File: src/rtl/que_slot_scheduler.sv
// Slot sequencer between one ingress byte stream and a bank of packet slots,
// with round-robin draining of completed good packets to one egress stream.
module que_slot_scheduler #(
  parameter int SLOT_COUNT = 4
) (
  input  logic                    clock,
  input  logic                    reset_n,
  input  logic [7:0]              rx_data,
  input  logic                    rx_data_enable,
  input  logic                    rx_good_packet,
  input  logic                    rx_bad_packet,
  input  logic [SLOT_COUNT-1:0]   slot_ready,
  input  logic [SLOT_COUNT-1:0]   slot_data_ready,
  input  logic [8*SLOT_COUNT-1:0] slot_push_data,
  input  logic [SLOT_COUNT-1:0]   slot_push_data_valid,
  output logic [7:0]              slot_data,
  output logic [SLOT_COUNT-1:0]   slot_data_enable,
  output logic [SLOT_COUNT-1:0]   slot_good_packet,
  output logic [SLOT_COUNT-1:0]   slot_bad_packet,
  output logic [SLOT_COUNT-1:0]   slot_push_data_enable,
  output logic [7:0]              tx_data,
  output logic                    tx_valid,
  input  logic                    tx_ready,
  output logic                    tx_packet_done,
  output logic [15:0]             drop_count
);

  localparam int IDX_W = (SLOT_COUNT > 1) ? $clog2(SLOT_COUNT) : 1;

  typedef enum logic [1:0] {I_IDLE, I_WRITE, I_DROP} ing_state_t;
  typedef enum logic       {E_IDLE, E_DRAIN}         egr_state_t;

  ing_state_t            ing_state_reg, ing_state_next;
  egr_state_t            egr_state_reg, egr_state_next;
  logic [IDX_W-1:0]      wr_slot_reg, wr_slot_next;
  logic [IDX_W-1:0]      grant_reg, grant_next;
  logic [IDX_W-1:0]      last_grant_reg, last_grant_next;
  logic [SLOT_COUNT-1:0] busy_reg, busy_next;
  logic [15:0]           drop_count_reg;
  logic                  done_reg, done_next;

  logic [SLOT_COUNT-1:0] free_mask;
  logic                  free_found;
  logic [IDX_W-1:0]      free_idx;
  logic [SLOT_COUNT-1:0] cand_mask;
  logic                  cand_found;
  logic [IDX_W-1:0]      cand_idx;
  logic [SLOT_COUNT-1:0] claim_mask, bad_release, drain_release;
  logic                  drop_inc;
  logic [7:0]            grant_byte;

  assign free_mask = slot_ready & ~busy_reg;
  assign cand_mask = slot_data_ready & busy_reg;
  assign slot_data = rx_data;

  // Lowest-index free slot: scan downward so the last hit is the lowest.
  always_comb begin
    free_found = 1'b0;
    free_idx   = '0;
    for (int i = SLOT_COUNT - 1; i >= 0; i--) begin
      if (free_mask[i]) begin
        free_found = 1'b1;
        free_idx   = IDX_W'(i);
      end
    end
  end

  // Round-robin search starting just after the previous grant.
  always_comb begin
    cand_found = 1'b0;
    cand_idx   = '0;
    for (int k = 1; k <= SLOT_COUNT; k++) begin
      int idx;
      idx = (int'(last_grant_reg) + k) % SLOT_COUNT;
      if (!cand_found && cand_mask[IDX_W'(idx)]) begin
        cand_found = 1'b1;
        cand_idx   = IDX_W'(idx);
      end
    end
  end

  always_comb begin
    grant_byte = '0;
    for (int i = 0; i < SLOT_COUNT; i++) begin
      if (grant_reg == IDX_W'(i)) grant_byte = slot_push_data[8*i +: 8];
    end
  end

  // Ingress: claim, steer and close out one packet at a time.
  always_comb begin
    ing_state_next   = ing_state_reg;
    wr_slot_next     = wr_slot_reg;
    claim_mask       = '0;
    bad_release      = '0;
    drop_inc         = 1'b0;
    slot_data_enable = '0;
    slot_good_packet = '0;
    slot_bad_packet  = '0;
    case (ing_state_reg)
      I_IDLE: begin
        if (rx_data_enable) begin
          if (free_found) begin
            wr_slot_next               = free_idx;
            slot_data_enable[free_idx] = 1'b1;
            claim_mask[free_idx]       = 1'b1;
            ing_state_next             = I_WRITE;
          end else begin
            drop_inc       = 1'b1;
            ing_state_next = I_DROP;
          end
        end
      end
      I_WRITE: begin
        slot_data_enable[wr_slot_reg] = rx_data_enable;
        if (rx_bad_packet) begin
          slot_bad_packet[wr_slot_reg] = 1'b1;
          bad_release[wr_slot_reg]     = 1'b1;
          ing_state_next               = I_IDLE;
        end else if (rx_good_packet) begin
          slot_good_packet[wr_slot_reg] = 1'b1;
          ing_state_next                = I_IDLE;
        end
      end
      I_DROP: begin
        if (rx_good_packet || rx_bad_packet) ing_state_next = I_IDLE;
      end
      default: ing_state_next = I_IDLE;
    endcase
  end

  // Egress: arbitrate in E_IDLE, stream the granted slot in E_DRAIN.
  always_comb begin
    egr_state_next        = egr_state_reg;
    grant_next            = grant_reg;
    last_grant_next       = last_grant_reg;
    drain_release         = '0;
    done_next             = 1'b0;
    tx_data               = '0;
    tx_valid              = 1'b0;
    slot_push_data_enable = '0;
    case (egr_state_reg)
      E_IDLE: begin
        if (cand_found) begin
          grant_next      = cand_idx;
          last_grant_next = cand_idx;
          egr_state_next  = E_DRAIN;
        end
      end
      E_DRAIN: begin
        tx_data                          = grant_byte;
        tx_valid                         = slot_push_data_valid[grant_reg];
        slot_push_data_enable[grant_reg] = tx_valid & tx_ready;
        if (!slot_data_ready[grant_reg]) begin
          drain_release[grant_reg] = 1'b1;
          done_next                = 1'b1;
          egr_state_next           = E_IDLE;
        end
      end
      default: egr_state_next = E_IDLE;
    endcase
  end

  // A claimed slot is never busy and a drained slot always is, so the
  // set and clear terms never collide on the same bit.
  assign busy_next = (busy_reg & ~bad_release & ~drain_release) | claim_mask;

  always_ff @(posedge clock or negedge reset_n) begin
    if (!reset_n) begin
      ing_state_reg  <= I_IDLE;
      egr_state_reg  <= E_IDLE;
      wr_slot_reg    <= '0;
      grant_reg      <= '0;
      last_grant_reg <= IDX_W'(SLOT_COUNT - 1);
      busy_reg       <= '0;
      drop_count_reg <= '0;
      done_reg       <= 1'b0;
    end else begin
      ing_state_reg  <= ing_state_next;
      egr_state_reg  <= egr_state_next;
      wr_slot_reg    <= wr_slot_next;
      grant_reg      <= grant_next;
      last_grant_reg <= last_grant_next;
      busy_reg       <= busy_next;
      done_reg       <= done_next;
      if (drop_inc && (drop_count_reg != 16'hFFFF)) drop_count_reg <= drop_count_reg + 16'd1;
    end
  end

  assign tx_packet_done = done_reg;
  assign drop_count     = drop_count_reg;

endmodule

File: config.mk
export PLATFORM = sky130hd
export DESIGN_NAME = que_slot_scheduler
export DESIGN_NICKNAME = d
export VERILOG_FILES = /design/src/rtl/que_slot_scheduler.sv
export SDC_FILE = /design/constraint.sdc
export NUM_CORES = 1
export LEC_CHECK = 0
export ABC_AREA = 1
export CORE_MARGIN = 2
export CORE_UTILIZATION = 45
export CTS_CLUSTER_DIAMETER = 60
export DETAILED_ROUTE_END_ITERATION = 12
export HOLD_SLACK_MARGIN = 0.05
export PLACE_DENSITY = 0.88
export SYNTH_ARGS = -nofsm -noshare
export SYNTH_HDL_FRONTEND = slang
export SYNTH_SLANG_ARGS = --single-unit
File: constraint.sdc
create_clock -name clock -period 3.5 [get_ports clock]
set_input_delay 0.875 -clock clock [delete_from_list [all_inputs] [get_ports clock]]
set_output_delay 0.875 -clock clock [all_outputs]
set_load 0.03 [all_outputs]
==> impl_metrics.json <==
{
  "fillers": 432,
  "antenna_found_initial": 0,
  "multi_input_area_sq_um": 1370,
  "clkPwrFrac_pct": 11.2,
  "nets": 492,
  "arrival_ps": 2500,
  "hold_violations": 0,
  "grt_use_total_pct": 24.4,
  "syn_inst": 343,
  "status": "finished clean",
  "hold_depth": 1,
  "hold_path.class": "reg2reg",
  "grt_overflow_total": 0,
  "cpPeakStageDelay_ps": 700,
  "drive_above_1_share_pct": 12.7,
  "cts_tree": "yes",
  "cts_htree_levels": 2,
  "skew_ps": 6.85,
  "cp_num_buf_inv": 2,
  "syn_area_sq_um": 2370,
  "sw_frac_of_total_pct": 52.2,
  "slew_viol_final": 0,
  "die_y_um": 76.6,
  "critPathTopFamily": "buffers and inverters",
  "avgViaCountPerCell": 5.28,
  "critPathMaxFanout": 5,
  "switchingPower_w": 0.00136,
  "die_area_sq_um": 5860,
  "seq_area_sq_um": 754,
  "ant_nets": 0,
  "synth_area_per_cell_sq_um": 6.91,
  "hp-start": "drop_count[8]",
  "yosys_warnings": 0,
  "cp-start-kind": "primary input",
  "numCtsBuffers": 5,
  "rows": 26,
  "wl_met1_um": 2770,
  "antenna_cells": 0,
  "crit_required_ps": 2620,
  "clockRootBuffer": "clkbuf_8",
  "worstPathCellList": "clkdlybuf4s50_1 -> nand2_1 -> nand4_1 -> nand2_1 -> nor3_1 -> clkdlybuf4s50_1",
  "fp.dieW_um": 76.6,
  "wl_um": 7060,
  "cts_buffer_depth": 2,
  "grt_pass1_vias": 2696,
  "hold_buffers": 0,
  "grt_setup_unrepaired": "no",
  "met2_length_um": 3480,
  "drt_iter0_drc": 158,
  "fmax_mhz": 296,
  "seq_area_frac_synth_pct": 31.8,
  "final_core_util_pct": 66.7,
  "wl_per_cell_um": 14.0,
  "rr_startpoint": "drop_count[0]",
  "largest_reg_flops": 16,
  "path_depth": 6,
  "pwr-share-seq_pct": 23.7,
  "pwr-share-comb_pct": 65.0,
  "drtPass1Iterations": 4,
  "clock_latency_ps": 280,
  "crit_type": "in2out",
  "end_kind": "output pin",
  "design.core.area_sq_um": 5110,
  "start_util_pct": 46.4,
  "dpl.hpwl_um": 5430,
  "final.setup.tns_ps": 0,
  "setup_viol": 0,
  "post-route-min-period_ps": 3380,
  "worstMarginPinSlew_ps": 383,
  "p_leak_nw": 1.56,
  "powerDensity_nw_per_um2": 762,
  "synth_area_leaders": "dfrtp_1 30%, nand2_1 15%, nor2_1 5.9%",
  "drc": 0,
  "cts.clk_slew.worst_paths_ps": 60,
  "wl_met3_um": 628,
  "finalWeightedCongestion": 0.897,
  "cts.sinks": 30,
  "io_pins": 108,
  "synthDistinctLibCells": 38,
  "crit_path_top_delay_cell": "clkdlybuf4s50_1",
  "routed-via-count": 2662,
  "yosysTopAreaCellShare_pct": 29.6,
  "grt_max_degree": 31,
  "synth_fp_nets": 402,
  "yosys.area.top_type": "dfrtp_1",
  "drv_cap": 0,
  "critPathLaunch": "slot_push_data_valid[0]",
  "ir_drop_mv": 0.473,
  "slew_headroom_pct": 74.4,
  "internal-power_w": 0.00124,
  "numPortBuffers": 91,
  "rr_worst_depth": 7,
  "postCtsSetupBuffers": 0,
  "synthToLayoutAreaGrowth_pct": 43.9,
  "yosys_register_bits": 30,
  "period_share_pct": 96.5,
  "maxUsedRoutingLayer": "met4",
  "grt_first_pass_wirelength_um": 11900
}
## cell families (layout without fill, tap and decap cells)
group	Yosys count	after routing	synth area share (%)
DFF	30	30	31.8
and+or+nand+nor	194	194	37.7
adders and majority gates	1	1	0.528
buffers and inverters	54	145	10.8
AOI/OAI and AO/OA	49	49	13.3
xor gates and xnor gates	15	15	5.86
## cell type report
class | instances | share of cell area (%)
Clock buffer | 6 | 2.42
Clock inverter | 2 | 0.367
Inverter | 42 | 4.63
Multi-Input combinational cell | 259 | 40.1
Sequential cell | 30 | 22.1
Tap cell | 70 | 2.57
Timing Repair Buffer | 95 | 27.8
## synthesized netlist by cell type
| cell | count |
|---|---|
| nor3_2 | 1 |
| inv_1 | 36 |
| xor2_2 | 1 |
| o21ai_1 | 2 |
| dfstp_2 | 2 |
| buf_4 | 8 |
| o21ai_2 | 3 |
| inv_2 | 6 |
| nand3_2 | 2 |
| nand2_2 | 10 |
| nor4_1 | 1 |
| nand4_1 | 8 |
| ha_1 | 1 |
| buf_2 | 1 |
| o31ai_2 | 1 |
| a22oi_1 | 1 |
| or2_2 | 1 |
| nand3_1 | 24 |
| buf_6 | 3 |
| o211ai_1 | 3 |
| a31o_2 | 1 |
| xnor2_1 | 5 |
| o22ai_1 | 7 |
| nor2_2 | 4 |
| nor2_1 | 37 |
| nand3b_1 | 1 |
| o21ai_4 | 1 |
| xor2_1 | 9 |
| nor3_1 | 6 |
| o31ai_1 | 4 |
| nand3_4 | 1 |
| nand2_4 | 2 |
| nand2_1 | 94 |
| nor2_4 | 2 |
| a22oi_2 | 1 |
| dfrtp_1 | 28 |
| a21oi_1 | 4 |
| o21ai_0 | 21 |
## what timing repair did
action,CTS,global route
endpoints found under the hold margin,0,0
gates resized for setup,0,6
setup endpoints to repair,0,5
## power by group through the flow
stage                     clock network [W]  registers [W]  logic, W
after global routing               0.000315       0.000632   0.00184
after global placement                    0       0.000607   0.00162
final                              0.000292       0.000616   0.00169
after detailed placement                  0       0.000613   0.00167
after floorplan                           0       0.000643   0.00111
after CTS                          0.000296       0.000609   0.00168
## stage by stage
step | hold WS, ps | cell area (sq um) | std cells | setup WS [ps] | power [W]
2_1_floorplan | 487 | 2370 | 343 | 614 | 0.00176
3_3_place_gp | 515 | 3300 | 496 | 112 | 0.00223
3_5_place_dp | 522 | 3300 | 496 | 69.8 | 0.00228
4_1_cts | 542 | 3390 | 504 | 52.2 | 0.00259
5_1_grt | 574 | 3410 | 504 | 14.7 | 0.00279
6_report | 544 | 3410 | 504 | 124 | 0.00260
## worst paths after layout
kind,to,slack [ps]
worst max-delay path,slot_push_data_enable[3],120
worst min-delay path,drop_count[8],540
worst max register to register,drop_count[11],1780
worst min register to register,drop_count[8],540
max in group asynchronous,last_grant_reg[1],2210
min in group asynchronous,drop_count[14],980
## layout by cell type (no fill, tap or decap), types with 2 or more instances in the layout
cell type,count
o211ai_1,3
clkbuf_8,6
nor2_4,2
nand4_1,8
dfrtp_1,27
nand2_2,10
nand3_2,2
nor2_1,36
o31ai_1,4
nand3_1,24
nand2_1,94
dlymetal6s2s_1,3
buf_4,5
o21ai_2,3
clkdlybuf4s50_1,87
o21ai_1,2
nor2_2,5
inv_2,6
xor2_1,9
o21ai_0,21
xnor2_1,5
o22ai_1,6
dfstp_2,2
a21oi_1,4
nand2_4,2
inv_1,36
nor3_1,6
## routing by layer
layer  up-vias  global-route usage [%]
met1      1226                    27.0
met5         -                       0
li1       1286                       -
met2       128                    44.7
met4         0                    8.18
met3        22                    6.87
Note: power is estimated with default switching activity, not from simulation.
